File: src/rtl/bus_arbiter_if.sv
// Shared-bus arbitration interface: source-side requests/data and arbiter-side grant/bus.
interface bus_arbiter_if #(
   parameter int WIDTH    = 16,
   parameter int CHANNELS = 6
);
   localparam int OW = (CHANNELS > 1) ? $clog2(CHANNELS) : 1;

   logic [CHANNELS-1:0]       req;
   logic [CHANNELS-1:0]       last;
   logic [CHANNELS*WIDTH-1:0] data_in;
   logic [CHANNELS-1:0]       grant;
   logic [OW-1:0]             owner;
   logic [WIDTH-1:0]          bus;
   logic                      bus_valid;
   logic                      preempt;

   modport master (
      input  req, last, data_in,
      output grant, owner, bus, bus_valid, preempt
   );

   modport slave (
      output req, last, data_in,
      input  grant, owner, bus, bus_valid, preempt
   );
endinterface

File: src/rtl/bus_arbiter.sv
// Clocked shared-bus arbiter: fixed-priority or round-robin, multi-cycle ownership
// with end-of-transfer marker and hold-limit preemption.
//
//   state   | meaning
//   --------+-----------------------------------------------
//   ST_IDLE | no owner, bus driven to zero
//   ST_BUSY | one owner granted, its data_in drives the bus
module bus_arbiter #(
   parameter int WIDTH    = 16,
   parameter int CHANNELS = 6,
   parameter int MODE     = 0,
   parameter int MAX_HOLD = 4
) (
   input  logic          clk,
   input  logic          rst_n,
   bus_arbiter_if.master arb
);
   localparam int OW = (CHANNELS > 1) ? $clog2(CHANNELS) : 1;
   localparam int HW = $clog2(MAX_HOLD + 2);
   localparam logic [HW-1:0] HOLD_MAX = HW'(MAX_HOLD);

   typedef enum logic {ST_IDLE, ST_BUSY} state_t;

   state_t              state_q, state_d;
   logic [CHANNELS-1:0] grant_q, grant_d;
   logic [OW-1:0]       owner_q, owner_d;
   logic [HW-1:0]       hold_q, hold_d;
   logic [OW-1:0]       ptr_q, ptr_d;
   logic                preempt_q, preempt_d;

   logic [CHANNELS-1:0] cand;
   logic                own_req, own_last, others, hold_hit, release_c;
   logic                found;
   logic [OW-1:0]       win;

   // Returns {found, index}. Round-robin scans upward starting just after ptr.
   function automatic logic [OW:0] pick(input logic [CHANNELS-1:0] c, input logic [OW-1:0] ptr);
      logic          f;
      logic [OW-1:0] idx;
      int            j;
      f   = 1'b0;
      idx = '0;
      if (MODE == 0) begin
         for (int i = CHANNELS - 1; i >= 0; i--) begin
            if (c[i]) begin
               f   = 1'b1;
               idx = OW'(i);
            end
         end
      end else begin
         for (int k = CHANNELS; k >= 1; k--) begin
            j = (int'(ptr) + k) % CHANNELS;
            if (c[j]) begin
               f   = 1'b1;
               idx = OW'(j);
            end
         end
      end
      return {f, idx};
   endfunction

   always_comb begin
      state_d   = state_q;
      grant_d   = grant_q;
      owner_d   = owner_q;
      hold_d    = hold_q;
      ptr_d     = ptr_q;
      preempt_d = 1'b0;

      own_req   = |(arb.req & grant_q);
      own_last  = |(arb.last & grant_q);
      others    = |(arb.req & ~grant_q);
      hold_hit  = (MAX_HOLD != 0) && (hold_q == HOLD_MAX) && others;
      release_c = !own_req || own_last || hold_hit;

      cand = (state_q == ST_IDLE) ? arb.req : (arb.req & ~grant_q);
      {found, win} = pick(cand, ptr_q);

      case (state_q)
         ST_IDLE: begin
            if (found) begin
               state_d = ST_BUSY;
               grant_d = CHANNELS'(1) << win;
               owner_d = win;
               hold_d  = HW'(1);
               ptr_d   = win;
            end
         end
         ST_BUSY: begin
            if (release_c) begin
               if (found) begin
                  grant_d   = CHANNELS'(1) << win;
                  owner_d   = win;
                  hold_d    = HW'(1);
                  ptr_d     = win;
                  // last or a dropped request take precedence over a preemption report
                  preempt_d = hold_hit && own_req && !own_last;
               end else begin
                  state_d = ST_IDLE;
                  grant_d = '0;
                  owner_d = '0;
                  hold_d  = '0;
               end
            end else if ((MAX_HOLD != 0) && (hold_q != HOLD_MAX)) begin
               hold_d = hold_q + HW'(1);
            end
         end
         default: begin
            state_d = ST_IDLE;
            grant_d = '0;
            owner_d = '0;
            hold_d  = '0;
         end
      endcase
   end

   always_ff @(posedge clk or negedge rst_n) begin
      if (!rst_n) begin
         state_q   <= ST_IDLE;
         grant_q   <= '0;
         owner_q   <= '0;
         hold_q    <= '0;
         ptr_q     <= OW'(CHANNELS - 1);
         preempt_q <= 1'b0;
      end else begin
         state_q   <= state_d;
         grant_q   <= grant_d;
         owner_q   <= owner_d;
         hold_q    <= hold_d;
         ptr_q     <= ptr_d;
         preempt_q <= preempt_d;
      end
   end

   always_comb begin
      arb.bus = '0;
      for (int i = 0; i < CHANNELS; i++) begin
         if (grant_q[i]) arb.bus = arb.data_in[i*WIDTH +: WIDTH];
      end
   end

   assign arb.grant     = grant_q;
   assign arb.owner     = owner_q;
   assign arb.bus_valid = (state_q == ST_BUSY);
   assign arb.preempt   = preempt_q;
endmodule

File: src/flat_wrapper.sv
// flat-port wrapper written by rule: the top's interface ports become plain ports
module bus_arbiter_flat 
#(
   parameter int WIDTH    = 16,
   parameter int CHANNELS = 6,
   parameter int MODE     = 0,
   parameter int MAX_HOLD = 4
)
  (clk, rst_n, arb_req, arb_last, arb_data_in, arb_grant, arb_owner, arb_bus, arb_bus_valid, arb_preempt);
  bus_arbiter_if #(.WIDTH(WIDTH), .CHANNELS(CHANNELS)) arb_i ();
  input  logic clk;
  input  logic rst_n;
  input wire logic [$bits(arb_i.req)-1:0] arb_req;
  input wire logic [$bits(arb_i.last)-1:0] arb_last;
  input wire logic [$bits(arb_i.data_in)-1:0] arb_data_in;
  output wire logic [$bits(arb_i.grant)-1:0] arb_grant;
  output wire logic [$bits(arb_i.owner)-1:0] arb_owner;
  output wire logic [$bits(arb_i.bus)-1:0] arb_bus;
  output wire logic [$bits(arb_i.bus_valid)-1:0] arb_bus_valid;
  output wire logic [$bits(arb_i.preempt)-1:0] arb_preempt;
  assign arb_i.req = arb_req;
  assign arb_i.last = arb_last;
  assign arb_i.data_in = arb_data_in;
  assign arb_grant = arb_i.grant;
  assign arb_owner = arb_i.owner;
  assign arb_bus = arb_i.bus;
  assign arb_bus_valid = arb_i.bus_valid;
  assign arb_preempt = arb_i.preempt;
  bus_arbiter #(.WIDTH(WIDTH), .CHANNELS(CHANNELS), .MODE(MODE), .MAX_HOLD(MAX_HOLD)) u_core (.clk(clk), .rst_n(rst_n), .arb(arb_i));
endmodule
File: config.mk
export PLATFORM = sky130hd
export DESIGN_NAME = bus_arbiter_flat
export DESIGN_NICKNAME = d
export VERILOG_FILES = /design/src/rtl/bus_arbiter_if.sv /design/src/rtl/bus_arbiter.sv /design/src/flat_wrapper.sv
export SDC_FILE = /design/constraint.sdc
export NUM_CORES = 1
export LEC_CHECK = 0
export ABC_AREA = 1
export CAP_MARGIN = 20
export CORE_ASPECT_RATIO = 1.4
export CORE_MARGIN = 1.5
export CORE_UTILIZATION = 25
export CTS_BUF_LIST = sky130_fd_sc_hd__clkbuf_4 sky130_fd_sc_hd__clkbuf_8 sky130_fd_sc_hd__clkbuf_16
export DETAILED_ROUTE_END_ITERATION = 10
export PLACE_DENSITY = 0.67
export SLEW_MARGIN = 30
export SYNTH_ARGS = -nofsm -noshare
export SYNTH_HDL_FRONTEND = slang
export SYNTH_SLANG_ARGS = --single-unit
File: constraint.sdc
create_clock -name clk -period 2.25 [get_ports clk]
set_clock_uncertainty 0.05 [all_clocks]
set_input_delay 0.3375 -clock clk [delete_from_list [all_inputs] [get_ports clk]]
set_output_delay 0.3375 -clock clk [all_outputs]
set_load 0.02 [all_outputs]
==> key figures <==
Status
  • Status: finished clean

Synthesis
  • Synth warn: 0
  • Ys flop type: dfrtp_1
  • XOR/XNOR share of the synthesized area: 0.523%
  • Post-synth ARST share: 100%
  • Simple-Gate Fraction of Synth Area: 41.4%
  • Cells after Synth: 302
  • Post-synth top area share: 29.6%
  • Yosys reg bits: 14
  • Post-synthesis cell area: 1680 um^2
  • Mapped Nets: 414
  • Largest cells by area after synthesis: nand2_1 30%, dfrtp_1 21%, o21ai_0 10%
  • Syn avg cell area: 5.55 um^2
  • Most frequent cells after synthesis: 132 x nand2_1, 35 x o21ai_0, 24 x nand3_1
  • Most frequent cell after synthesis: nand2_1
  • Largest family of logic cells by synthesized area: simple AND/OR/NAND/NOR gates
  • Cell accounting for the most synthesized area: nand2_1
  • Adder-cell share of the synthesized area: 1.49%
  • Register area share after synthesis: 20.9%
  • Netlist cell types: 23
  • Post-synth EDFFs: 0
  • Post-synthesis mux area share: 0%
  • Compound-Gate Fraction of Synth Area: 25.1%

Placement
  • GP Congestion: 0.905
  • DP HPWL: 5640 um
  • Pre-CTS setup slack: -0.111 ns
  • Port buffer count: 136

Global routing
  • Vias in the first global route: 2418
  • Gr usage total: 19.1%
  • First-pass GRT wire length: 11200 um
  • Initial antenna violation count: 0
  • GRT overflow: 0
  • Largest net degree at the start of global routing: 34

Drt
  • Routed wire length: 6940 um
  • Post-route DRC: 0
  • Detailed Route Iter0 Violations: 71
  • Vias post-DR: 2422
  • Avg WL per Cell: 13.5 um
  • Pre-antenna DRT Iters: 4
  • Vias per inst: 4.69
  • Routed Antenna Nets: 0

Critical path
  • CP Launch Type: register
  • Crit end category: primary output
  • WS Path Type: register to primary output
  • Data arrival, critical path: 1.67 ns
  • Worst-path fanout max: 9
  • Required time of the critical path: 1.86 ns

Clocking
  • TritonCTS clock tree: built
  • Clock-pin slew of the registers on the worst-case setup and hold paths: 0.06 ns
  • Clock Path Buffers: 2
  • Sink Count: 14
  • Post-CTS setup repair buffer count: 0
  • CTS Buf Count: 3
  • Root Buffer: clkbuf_8
  • Htree depth: 1
  • Worst-skew pair later-pin latency: 0.24 ns

Finish
  • Ratio of cells with drive above 1 in the final layout: 10.2%
  • Area Growth Syn to Fin: 88.9%
  • N_diodes: 0
  • Fillers: 678
  • # nets final: 555

Worst hold path
  • HP Class: input port to asynchronous set/reset pin

Die
  • Core ar.: 6530 um^2
  • Row Count: 35
  • Die ar.: 7210 um^2
  • Starting Density: 25.7%
  • # IOs: 137
  • Die W: 72.2 um
  • Chip Height: 99.9 um

Timing
  • Tcrit/Tclk final: 91.3%
  • Slew Limit Fails: 0
  • Final setup violating endpoints: 0
  • Slew margin rel.: 57.9%
  • Final worst path period need: 2.06 ns
  • RSZ-0062 raised after global routing: yes
  • Worst-margin pin slew: 0.630 ns
  • Setup TNS: 0 ns
  • Hold Fails Final Rpt: 0
  • Final worst slack: 0.195 ns
  • Peak Freq: 487 MHz

Pwr
  • Leakage Power: 0.00146 uW
  • Max VDD drop: 534 uV
  • Power Density: 1040 nW/um^2

Run
  • Max cap viols: 0
[worst paths after layout]
| path | from | endpoint | slack [ns] | depth (start not counted) |
|---|---|---|---|---|
| setup / recovery | u_core.arb.grant[1]$_DFFE_PN0P_ | arb_bus[12] | 0.19 | 9 |
| hold / removal | rst_n | u_core.hold_q[0]$_DFFE_PN0P_ | 0.43 | 1 |
| setup reg to reg | u_core.arb.grant[1]$_DFFE_PN0P_ | u_core.hold_q[0]$_DFFE_PN0P_ | 0.33 | 11 |
| hold reg to reg | u_core.arb.owner[1]$_DFFE_PN0P_ | u_core.arb.owner[1]$_DFFE_PN0P_ | 0.43 | 2 |
| max in group asynchronous | rst_n | u_core.arb.grant[5]$_DFFE_PN0P_ | 1.31 | 1 |
| min in group clk | u_core.arb.owner[1]$_DFFE_PN0P_ | u_core.arb.owner[1]$_DFFE_PN0P_ | 0.43 | 2 |
[layout by cell type (no fill, tap or decap), drive strengths merged]
cell type      Yosys  final
nand3             26     26
clkbuf             6     19
xor2               1      1
a21oi             18     18
ha                 2      2
clkinv             1      1
buf               11     18
nor4               1      1
clkdlybuf4s50      0    120
nand2            133    133
o21ai             42     42
o211ai            16     16
inv               21     21
nor2              10     10
dfrtp             14     14
[through the flow]
stage                     cells  total power [uW]  util [%]  area, um^2  hold slack [ns]
final                       516              3280      48.5        3170            0.426
after global routing        516              3610      48.5        3170            0.455
after CTS                   516              3370      49.4        3220            0.432
after detailed placement    512              3310      48.8        3190            0.412
after global placement      512              3290      48.8        3190            0.413
after floorplan             302              2060         -        1680         -0.00809
[layer usage]
layer | routed length, um | up-vias | track usage, %
li1 | - | 1274 | -
met5 | 0 | - | 0
met4 | 167 | 0 | 4.93
met3 | 343 | 16 | 1.91
met1 | 2750 | 1056 | 22.3
met2 | 3690 | 76 | 36.3
[report_power, final]
group	internal (uW)	switching (uW)
logic	1070	1580
registers	330	58.0
clock network	155	89.3
[cells by family after synthesis]
| group | count (synthesis) |
|---|---|
| buffers and inverters | 39 |
| XOR/XNOR | 1 |
| flip-flops | 14 |
| AO/OA/AOI/OAI | 76 |
| AND/OR/NAND/NOR | 170 |
| adder cells (fa/ha/maj) | 2 |
[sequential cells by signal (all words and copies together), names as in the netlist]
register / cells
u_core.arb.bus_valid: 1
u_core.arb.grant: 6
u_core.arb.owner: 3
u_core.arb.preempt: 1
u_core.hold_q: 3
[worst max-delay path: stages, from the launching register on]
cell	delay, ns
dfrtp_1	0.39
nor2_2	0.16
buf_4	0.18
nand2_1	0.07
nand2_1	0.06
o211ai_1	0.10
nand3_1	0.09
o21ai_0	0.07
o21ai_1	0.12
clkbuf_2	0.18
[final cells by class]
| class | instances | area (um^2) | share of cell area (%) |
|---|---|---|---|
| well taps | 74 | 92.6 | 2.92 |
| clock buffers | 4 | 55.1 | 1.74 |
| flip-flops and latches | 14 | 350 | 11.1 |
| multi-input cells | 249 | 1150 | 36.2 |
| repair buffers | 153 | 1440 | 45.4 |
| inverters | 22 | 82.6 | 2.61 |
[timing repair]
item                       in CTS  in global routing
pin swaps                       0                  0
setup endpoints to repair      16                 16
hold buffers                    0                  0
gates resized for setup        16                 40
Note: power is estimated with default switching activity, not from simulation.
